===== config.mk =====
export PLATFORM = sky130hd
export DESIGN_NAME = r_resp_mux_skid
export DESIGN_NICKNAME = d
export VERILOG_FILES = /design/src/rtl/r_resp_mux_skid_pkg.sv /design/src/rtl/r_skid_buffer.sv /design/src/rtl/r_resp_mux_skid.sv
export SDC_FILE = /design/constraint.sdc
export NUM_CORES = 1
export LEC_CHECK = 0
export CAP_MARGIN = 20
export CORE_ASPECT_RATIO = 0.8
export CORE_MARGIN = 2
export CORE_UTILIZATION = 46
export CTS_BUF_LIST = sky130_fd_sc_hd__clkbuf_8
export DETAILED_ROUTE_END_ITERATION = 8
export GPL_ROUTABILITY_DRIVEN = 0
export HOLD_SLACK_MARGIN = 0.02
export PLACE_DENSITY = 0.93
export RECOVER_POWER = 50
export SLEW_MARGIN = 20
export SYNTH_ARGS = -nofsm -noshare
export SYNTH_HDL_FRONTEND = slang
export SYNTH_SLANG_ARGS = --single-unit

===== constraint.sdc =====
create_clock -name clk -period 5.75 [get_ports clk]
set_clock_uncertainty 0.15 [all_clocks]
set_input_delay 1.15 -clock clk [delete_from_list [all_inputs] [get_ports clk]]
set_output_delay 1.15 -clock clk [all_outputs]
set_load 0.03 [all_outputs]

===== src/rtl/r_resp_mux_skid_pkg.sv =====
// Shared R-channel constants and the packed R beat payload.
package r_resp_mux_skid_pkg;

   localparam int unsigned NUM_R_SLV  = 5;
   localparam int unsigned R_SEL_NONE = 5;
   localparam int unsigned SID_W      = 6;
   localparam int unsigned DATA_W     = 32;
   localparam int unsigned RESP_W     = 2;
   localparam int unsigned CNT_W      = 16;

   typedef struct packed {
      logic [SID_W-1:0]  id;
      logic [DATA_W-1:0] data;
      logic [RESP_W-1:0] resp;
      logic              last;
   } r_beat_t;

   localparam int unsigned R_BEAT_W = $bits(r_beat_t);

   typedef enum logic {
      ST_IDLE,
      ST_BURST
   } burst_state_e;

endpackage


===== src/rtl/r_skid_buffer.sv =====
// Generic 2-entry valid/ready register pair; out is the head, skid holds one overflow beat.
module r_skid_buffer #(
   parameter int unsigned W = 8
) (
   input  logic         clk,
   input  logic         reset,
   input  logic         in_valid,
   input  logic [W-1:0] in_data,
   output logic         in_ready_c,
   output logic         out_valid,
   output logic [W-1:0] out_data,
   input  logic         out_ready
);

   logic         skid_valid;
   logic [W-1:0] skid_data;

   assign in_ready_c = !skid_valid;

   // Head refills from skid first so beat order is preserved.
   always_ff @(posedge clk) begin
      if (reset) begin
         out_valid  <= 1'b0;
         out_data   <= '0;
         skid_valid <= 1'b0;
         skid_data  <= '0;
      end else if (!out_valid || out_ready) begin
         if (skid_valid) begin
            out_valid  <= 1'b1;
            out_data   <= skid_data;
            skid_valid <= in_valid;
            if (in_valid) skid_data <= in_data;
         end else begin
            out_valid <= in_valid;
            if (in_valid) out_data <= in_data;
         end
      end else if (in_valid) begin
         skid_valid <= 1'b1;
         skid_data  <= in_data;
      end
   end

endmodule


===== src/rtl/r_resp_mux_skid.sv =====
// R-channel slave mux with burst lock, 2-entry output skid and completed-burst counter.
module r_resp_mux_skid
   import r_resp_mux_skid_pkg::*;
#(
   parameter int unsigned sID_width  = SID_W,
   parameter int unsigned data_width = DATA_W,
   parameter int unsigned cnt_width  = CNT_W
) (
   input  logic                  clk,
   input  logic                  reset,
   input  logic [2:0]            R_slv_sel,
   input  logic                  hold,
   input  logic                  s0_RVALID,
   input  logic [sID_width-1:0]  s0_RID,
   input  logic [data_width-1:0] s0_RDATA,
   input  logic [1:0]            s0_RRESP,
   input  logic                  s0_RLAST,
   output logic                  s0_RREADY,
   input  logic                  s1_RVALID,
   input  logic [sID_width-1:0]  s1_RID,
   input  logic [data_width-1:0] s1_RDATA,
   input  logic [1:0]            s1_RRESP,
   input  logic                  s1_RLAST,
   output logic                  s1_RREADY,
   input  logic                  s2_RVALID,
   input  logic [sID_width-1:0]  s2_RID,
   input  logic [data_width-1:0] s2_RDATA,
   input  logic [1:0]            s2_RRESP,
   input  logic                  s2_RLAST,
   output logic                  s2_RREADY,
   input  logic                  s3_RVALID,
   input  logic [sID_width-1:0]  s3_RID,
   input  logic [data_width-1:0] s3_RDATA,
   input  logic [1:0]            s3_RRESP,
   input  logic                  s3_RLAST,
   output logic                  s3_RREADY,
   input  logic                  s4_RVALID,
   input  logic [sID_width-1:0]  s4_RID,
   input  logic [data_width-1:0] s4_RDATA,
   input  logic [1:0]            s4_RRESP,
   input  logic                  s4_RLAST,
   output logic                  s4_RREADY,
   output logic                  m_RVALID,
   output logic [sID_width-1:0]  m_RID,
   output logic [data_width-1:0] m_RDATA,
   output logic [1:0]            m_RRESP,
   output logic                  m_RLAST,
   input  logic                  m_RREADY,
   output logic                  beat_accept,
   output logic                  beat_last,
   output logic                  burst_active,
   output logic [cnt_width-1:0]  bursts_done
);

   burst_state_e         state, state_d;
   logic [2:0]           locked_sel, locked_sel_d;
   logic [2:0]           sel_eff;
   logic                 allow;
   logic                 in_ready;
   logic                 up_fire;
   logic [NUM_R_SLV-1:0] rvalid, rready;
   r_beat_t              beats [NUM_R_SLV];
   r_beat_t              in_beat, out_beat;

   assign rvalid   = {s4_RVALID, s3_RVALID, s2_RVALID, s1_RVALID, s0_RVALID};
   assign beats[0] = '{id: s0_RID, data: s0_RDATA, resp: s0_RRESP, last: s0_RLAST};
   assign beats[1] = '{id: s1_RID, data: s1_RDATA, resp: s1_RRESP, last: s1_RLAST};
   assign beats[2] = '{id: s2_RID, data: s2_RDATA, resp: s2_RRESP, last: s2_RLAST};
   assign beats[3] = '{id: s3_RID, data: s3_RDATA, resp: s3_RRESP, last: s3_RLAST};
   assign beats[4] = '{id: s4_RID, data: s4_RDATA, resp: s4_RRESP, last: s4_RLAST};

   assign {s4_RREADY, s3_RREADY, s2_RREADY, s1_RREADY, s0_RREADY} = rready;

   assign sel_eff = (state == ST_BURST) ? locked_sel : R_slv_sel;
   assign allow   = (state == ST_BURST) || !hold;

   // One-hot ready to the selected slave; selects at or above R_SEL_NONE never match.
   always_comb begin
      rready  = '0;
      in_beat = '0;
      up_fire = 1'b0;
      for (int i = 0; i < NUM_R_SLV; i++) begin
         if (!reset && allow && in_ready && sel_eff == 3'(i) && sel_eff < 3'(R_SEL_NONE)) begin
            rready[i] = 1'b1;
            in_beat   = beats[i];
            up_fire   = rvalid[i];
         end
      end
   end

   always_comb begin
      state_d      = state;
      locked_sel_d = locked_sel;
      case (state)
         ST_IDLE: begin
            if (up_fire && !in_beat.last) begin
               state_d      = ST_BURST;
               locked_sel_d = R_slv_sel;
            end
         end
         ST_BURST: begin
            if (up_fire && in_beat.last) state_d = ST_IDLE;
         end
         default: state_d = ST_IDLE;
      endcase
   end

   always_ff @(posedge clk) begin
      if (reset) begin
         state       <= ST_IDLE;
         locked_sel  <= 3'(R_SEL_NONE);
         bursts_done <= '0;
      end else begin
         state      <= state_d;
         locked_sel <= locked_sel_d;
         if (beat_last) bursts_done <= bursts_done + cnt_width'(1);
      end
   end

   r_skid_buffer #(
      .W (R_BEAT_W)
   ) u_skid (
      .clk        (clk),
      .reset      (reset),
      .in_valid   (up_fire),
      .in_data    (in_beat),
      .in_ready_c (in_ready),
      .out_valid  (m_RVALID),
      .out_data   (out_beat),
      .out_ready  (m_RREADY)
   );

   assign m_RID   = out_beat.id;
   assign m_RDATA = out_beat.data;
   assign m_RRESP = out_beat.resp;
   assign m_RLAST = out_beat.last;

   assign beat_accept  = !reset && m_RVALID && m_RREADY;
   assign beat_last    = beat_accept && m_RLAST;
   assign burst_active = (state == ST_BURST);

endmodule


==> impl_metrics.env, run 1 <==
export IMPL_status="finished, violations left"
export IMPL_failed_checks="max-capacitance violations, max-slew violations"
export IMPL_ys_seq_area_share_pct=34.8
export IMPL_grt_max_degree=63
export IMPL_grt_pass1_vias=5995
export IMPL_period_needed_ps=5020
export IMPL_hold_violations=0
export IMPL_synth_top_area_cell="dfxtp_1"
export IMPL_power_leakage_nw=3.20
export IMPL_antenna_found_initial=0
export IMPL_hold_ws_ps=328
export IMPL_multi_input_area_um2=3570
export IMPL_netlist_area_um2=5990
export IMPL_fin_crit_sh_pct=87.3
export IMPL_synth_distinct_cells=48
export IMPL_power_frac_clock_pct=23.8
export IMPL_port_buffers=282
export IMPL_path_class="input port to output port"
export IMPL_vdd_drop_max_v=0.000121
export IMPL_synth_top_family_by_area="compound AO/OA/AOI/OAI gates"
export IMPL_antenna_cells=0
export IMPL_final_setup_tns_ps=0
export IMPL_power_density_nw_per_um2=205
export IMPL_clock_path_buffers=2
export IMPL_cts_root_buf="clkbuf_8"
export IMPL_wirelength_um=20200
export IMPL_ioPinCount=283
export IMPL_dieArea_um2=13900
export IMPL_nets=1074
export IMPL_ys_ff_latch=104
export IMPL_cts_buffers=9
export IMPL_avgSynthCellArea_um2=9.73
export IMPL_synthMuxAreaShare_pct=14.3
export IMPL_grt_pass1_wl_um=32100
export IMPL_clock_sinks=104
export IMPL_htreeDepth=3
export IMPL_critPathMaxFanout=37
export IMPL_ant_nets=0
export IMPL_final_cell_count_no_fill=1036
export IMPL_post_place_ws_ps=724
export IMPL_p_int_mw=1.26
export IMPL_final_area_um2=9010
export IMPL_synthTopCellsByArea="dfxtp_1, mux4_2, a211oi_2"
export IMPL_track_usage_pct=28.8
export IMPL_vias_per_cell=5.85
export IMPL_cts_tree="yes"
export IMPL_start_kind="input port"
export IMPL_power_share_switching_pct=31.8
export IMPL_p_comb_share_pct=33.7
export IMPL_max_freq_mhz=199
export IMPL_grt_overflow_total=0
export IMPL_power_frac_seq_pct=42.4
export IMPL_layout_cells_most_common_list="clkdlybuf4s50_1, dfxtp_1, dlygate4sd3_1"
export IMPL_postCtsHoldBufs=0
export IMPL_synth_compound_area_share_pct=27.8
export IMPL_ys_warn_count=0
export IMPL_die_height_um=106
export IMPL_cp_data_arrival_time_ps=3720
export IMPL_max_cap_violations=1
export IMPL_drt_pass1_iter_count=6
export IMPL_post_cts_resized=0
export IMPL_drive_above_1_share_pct=13.1
export IMPL_power_total_mw=1.84
export IMPL_setup_violations=0
export IMPL_switching_power_uw=587
export IMPL_hp_class="flip-flop to flip-flop"
export IMPL_synth_flop_cell="dfxtp_1"
export IMPL_seq_area_um2=2080
export IMPL_place_hpwl_um=14900
export IMPL_synthAdderAreaFrac_pct=0.209
export IMPL_cts_setup_buffers=0
export IMPL_synth_top_area_share_pct=34.8
export IMPL_n_fill_cell=966
export IMPL_drc_errors=0
export IMPL_synth_cells=615
export IMPL_vias=6065
export IMPL_worst_slew_margin_rel_pct=-15.0
export IMPL_drtIter0Drc=508
export IMPL_post_drt_wl_per_cell_um=19.5
export IMPL_cp_end_kind="output port"
export IMPL_areaGrowthSynthToFinish_pct=50.5
export IMPL_initial_utilization_pct=46.9
export IMPL_utilization_pct=70.5
export IMPL_placed_cell_area_um2=8830
export IMPL_synth_xor_area_share_pct=2.19
export IMPL_critical_path_required_ps=4450
export IMPL_final_common_cell="clkdlybuf4s50_1"
export IMPL_worstMarginPinSlew_ps=1720
export IMPL_worst_slack_ps=732
export IMPL_synthArstFlopShare_pct=0
export IMPL_die_w_um=132
export IMPL_slew_viol_final=63
export IMPL_synth_nets=833
export IMPL_rows=37
export IMPL_core_area_um2=12800
export IMPL_worstSkewPairLatency_ps=370
export IMPL_synth_edff_count=0
export IMPL_rsz0062_at_grt="no"
export IMPL_dp_cells=1020
export IMPL_clk_pin_slew_ps=100
export IMPL_synth_simple_area_share_pct=14.9
[layout make-up]
cell class / count / share of cell area (%)
Timing Repair Buffer: 295 / 32.5
Clock buffer: 10 / 1.53
Inverter: 5 / 0.208
Clock inverter: 6 / 0.542
Tap cell: 175 / 2.43
Sequential cell: 104 / 23.1
Multi-Input combinational cell: 441 / 39.7
[synth_stat cells, types with 2 or more instances]
library cell and n:
o21ai_0 37, buf_4 2, nor2_1 24, nand3_1 39, a21boi_0 34, nor3_1 47
dfxtp_1 104, nand2b_1 5, mux4_2 34, inv_1 4, o211ai_1 7, buf_1 9
mux2i_4 2, and4_1 3, nor2b_1 11, nand2_1 25, nor3b_1 10, a211oi_1 7
mux2i_1 2, xor2_1 10, a21oi_1 13, clkbuf_1 31, xnor2_1 5, nand4_1 3
o21ai_1 2, and2_1 4, a211oi_2 34, o31ai_1 14, a22oi_1 33, a221oi_1 7
o221a_2 8, and3b_1 2, buf_6 8, buf_2 15, a31oi_1 7
[kinds of logic after synthesis]
| group | after synthesis |
|---|---|
| xor gates and xnor gates | 15 |
| AOI/OAI and AO/OA | 210 |
| adders and majority gates | 1 |
| and+or+nand+nor | 175 |
| DFF | 104 |
| buffers and inverters | 70 |
| muxes | 40 |
[power groups by stage]
stage | Combinational (mW) | Sequential, mW | Clock, mW
6_report | 0.622 | 0.782 | 0.439
5_1_grt | 0.661 | 0.788 | 0.479
4_1_cts | 0.637 | 0.784 | 0.447
3_5_place_dp | 0.634 | 0.799 | 0
3_3_place_gp | 0.620 | 0.797 | 0
2_1_floorplan | 0.294 | 0.862 | 0
[metal layers]
layer	part of all wire, %	wire [um]	up-vias	global-route usage [%]
li1	-	-	2851	-
met1	42	8440	2915	37.7
met2	50	10100	276	49.1
met3	7.4	1490	23	6.10
met4	1.3	255	0	6.37
met5	0	0	-	0
[worst paths after layout]
path	startpoint	to	slack (ps)	depth (start not counted)
worst min register to register	u_skid.skid_data[31]$_SDFFE_PP0P_	u_skid.skid_data[31]$_SDFFE_PP0P_	330	2
worst min-delay path	u_skid.skid_data[31]$_SDFFE_PP0P_	u_skid.skid_data[31]$_SDFFE_PP0P_	330	2
worst max-delay path	R_slv_sel[1]	s3_RREADY	730	5
worst max register to register	u_skid.skid_valid$_SDFFE_PP0P_	u_skid.out_data[29]$_SDFFE_PP0P_	2150	8
[flip-flops by register name, summed over array words and instances (netlist names)]
signal             cells
burst_active           1
bursts_done           16
locked_sel             3
u_skid.out_data       41
u_skid.out_valid       1
u_skid.skid_data      41
u_skid.skid_valid      1
[critical path, stage by stage]
cell             delay (ps)
clkdlybuf4s50_1         760
mux2_4                  630
nand3_1                 390
inv_1                   120
clkdlybuf4s50_1         670
Note: power is estimated with default switching activity, not from simulation.
==> run 2, diff against run 1 <==
- ABC_AREA: not set -> 1
- CORE_UTILIZATION: 46 -> 47
- CTS_BUF_LIST: sky130_fd_sc_hd__clkbuf_8 -> sky130_fd_sc_hd__clkbuf_4 sky130_fd_sc_hd__clkbuf_8
- PLACE_DENSITY: 0.93 -> 0.94
==> run 2 against run 1 <==
  * Synthesized area grew 2.8%
  * Utilization grew 1.1 points
  * Critical endpoint is now beat_last
  * Design area grew 2.0%
  * Critical path type unchanged
  * Sequential power shrank 2%
  * The flow still finishes with violations (max-capacitance violations, max-slew violations)
  * Highest routed layer unchanged
==> impl_metrics.env, run 2 <==
export IMPL_status="finished, violations left"
export IMPL_failed_checks="max-capacitance violations, max-slew violations"
export IMPL_power_frac_clock_pct=28.0
export IMPL_yosys_top_cells_count="nand2_1, nor2_1, dfxtp_1"
export IMPL_power_leakage_nw=4.49
export IMPL_synth_xor_area_share_pct=0.427
export IMPL_final_common_cell="nand2_1"
export IMPL_place_hpwl_um=15400
export IMPL_cts_tree="yes"
export IMPL_synthTopCellsByArea="dfxtp_1, nand2_1, nor2_1"
export IMPL_vias=7511
export IMPL_drive_above_1_share_pct=3.34
export IMPL_initial_utilization_pct=48.0
export IMPL_synth_nets=1279
export IMPL_synth_top_area_share_pct=33.8
export IMPL_critPathLaunch="reset"
export IMPL_synth_top_family_by_area="simple AND/OR/NAND/NOR gates"
export IMPL_ys_seq_area_share_pct=33.8
export IMPL_post_cts_resized=0
export IMPL_vdd_drop_max_v=0.000141
export IMPL_ant_nets=0
export IMPL_placed_cell_area_um2=9000
export IMPL_postCtsHoldBufs=0
export IMPL_layout_cells_most_common_list="nand2_1, clkdlybuf4s50_1, nor2_1"
export IMPL_netlist_area_um2=6150
export IMPL_grt_pass1_vias=7216
export IMPL_max_freq_mhz=195
export IMPL_synth_edff_count=0
export IMPL_core_area_um2=12800
export IMPL_synth_flop_cell="dfxtp_1"
export IMPL_htreeDepth=3
export IMPL_cp_data_arrival_time_ps=3820
export IMPL_worst_slew_margin_rel_pct=-11.9
export IMPL_worstSetupEndpoint="beat_last"
export IMPL_hold_violations=0
export IMPL_p_comb_share_pct=27.0
export IMPL_power_frac_seq_pct=45.0
export IMPL_critical_path_required_ps=4450
export IMPL_power_share_switching_pct=29.7
export IMPL_wirelength_um=21200
export IMPL_nets=1529
export IMPL_ys_warn_count=0
export IMPL_period_needed_ps=5120
export IMPL_r2r_end="u_skid.out_data[34]$_SDFFE_PP0P_"
export IMPL_die_height_um=106
export IMPL_p_int_mw=1.20
export IMPL_clock_sinks=104
export IMPL_synthArstFlopShare_pct=0
export IMPL_reg_top3="u_skid.out_data x41, u_skid.skid_data x41, bursts_done x16"
export IMPL_clk_pin_slew_ps=90
export IMPL_worstSkewPairLatency_ps=360
export IMPL_cts_root_buf="clkbuf_8"
export IMPL_n_fill_cell=1122
export IMPL_cts_setup_buffers=0
export IMPL_yosysMostFrequentCell="nand2_1"
export IMPL_drc_errors=0
export IMPL_max_cap_violations=1
export IMPL_rows=37
export IMPL_avgSynthCellArea_um2=5.80
export IMPL_antenna_cells=0
export IMPL_synthAdderAreaFrac_pct=0.203
export IMPL_setup_violations=0
export IMPL_die_w_um=132
export IMPL_grt_pass1_wl_um=33500
export IMPL_slew_viol_final=83
export IMPL_dieArea_um2=14000
export IMPL_areaGrowthSynthToFinish_pct=49.4
export IMPL_grt_max_degree=83
export IMPL_rsz0062_at_grt="no"
export IMPL_synth_distinct_cells=31
export IMPL_power_density_nw_per_um2=185
export IMPL_post_drt_wl_per_cell_um=14.2
export IMPL_reg2reg_slack_ps=1980
export IMPL_grt_overflow_total=0
export IMPL_antenna_found_initial=0
export IMPL_synth_simple_area_share_pct=48.7
export IMPL_clock_path_buffers=2
export IMPL_final_setup_tns_ps=0
export IMPL_ys_ff_latch=104
export IMPL_start_kind="input port"
export IMPL_track_usage_pct=29.6
export IMPL_critPathMaxFanout=27
export IMPL_synth_compound_area_share_pct=6.51
export IMPL_hp_class="flip-flop to flip-flop"
export IMPL_vias_per_cell=5.04
export IMPL_final_area_um2=9190
export IMPL_ioPinCount=283
export IMPL_synth_top_area_cell="dfxtp_1"
export IMPL_worstMarginPinSlew_ps=1680
export IMPL_path_class="input port to output port"
export IMPL_synthMuxAreaShare_pct=0
export IMPL_drtIter0Drc=462
export IMPL_r2r_start="burst_active$_SDFF_PP0_"
export IMPL_synth_cells=1061
export IMPL_fin_crit_sh_pct=89.1
export IMPL_cp_end_kind="output port"
export IMPL_switching_power_uw=504
export IMPL_cts_buffers=9
export IMPL_r2r_cells=13
export IMPL_port_buffers=282
export IMPL_drt_pass1_iter_count=5
==> run 2: changes by cell type in the layout (fill, tap and decap cells not counted), sizes merged, moves of 39 or more <==
cell	delta
a21oi	+39
nand2	+398
a211oi	-40
inv	+93
nand4	+43
nor2	+165
nor3	-40
==> run 2: logic make-up after synthesis <==
group	Yosys count
simple gates	720
buf+inv	154
flops	104
compound gates	79
xor+xnor	3
fa+ha+maj	1
==> run 2: power groups by stage <==
stage | Clock (mW) | Sequential (mW) | Combinational (mW)
4_1_cts | 0.482 | 0.766 | 0.467
3_3_place_gp | 0 | 0.781 | 0.457
5_1_grt | 0.510 | 0.769 | 0.500
6_report | 0.475 | 0.765 | 0.459
3_5_place_dp | 0 | 0.783 | 0.465
2_1_floorplan | 0 | 0.833 | 0.167
==> run 2: worst min-delay path by stage <==
stage / startpoint / end / slack, ps / depth (start not counted)
6_report: u_skid.skid_data[39]$_SDFFE_PP0P_ / u_skid.skid_data[39]$_SDFFE_PP0P_ / 320 / 2
5_1_grt: u_skid.skid_data[39]$_SDFFE_PP0P_ / u_skid.skid_data[39]$_SDFFE_PP0P_ / 340 / 2
4_1_cts: u_skid.skid_data[31]$_SDFFE_PP0P_ / u_skid.skid_data[31]$_SDFFE_PP0P_ / 320 / 2
3_5_place_dp: u_skid.skid_data[31]$_SDFFE_PP0P_ / u_skid.skid_data[31]$_SDFFE_PP0P_ / 310 / 2
3_3_place_gp: u_skid.skid_data[24]$_SDFFE_PP0P_ / u_skid.skid_data[24]$_SDFFE_PP0P_ / 300 / 2
2_1_floorplan: locked_sel[2]$_SDFFE_PP1P_ / locked_sel[2]$_SDFFE_PP1P_ / 280 / 2
==> run 2: per-layer routing <==
| metal | share of wire [%] | GRT usage, % |
|---|---|---|
| met1 | 40 | 33.3 |
| met2 | 49 | 54.5 |
| met3 | 8.5 | 6.68 |
| met4 | 2.7 | 11.3 |
| met5 | 0 | 0 |
==> run 2: through the flow <==
stage | power, mW | utilization, % | cells | setup slack (ps) | hold WS, ps
global route | 1.78 | 71.7 | 1491 | 480 | 336
global placement | 1.24 | 70.2 | 1475 | 825 | 302
finish | 1.70 | 71.7 | 1491 | 629 | 319
CTS | 1.72 | 71.8 | 1491 | 797 | 320
detailed placement | 1.25 | 70.2 | 1475 | 811 | 305
floorplan | 1.00 | - | 1061 | 2180 | 279
==> run 2: layout make-up <==
class	count	area [um2]	area share (%)
multi-input cells	803	3430	37.4
repair buffers	290	2860	31.2
flip-flops and latches	104	2080	22.7
inverters	103	389	4.23
well taps	175	219	2.38
clock buffers	11	145	1.58
clock inverters	5	56.3	0.613
==> run 2: critical path, cell delays in order <==
cell and delay [ps]:
dlygate4sd3_1 570, clkbuf_1 1010, nor2_1 160, nand2_1 200, inv_1 120, clkdlybuf4s50_1 610
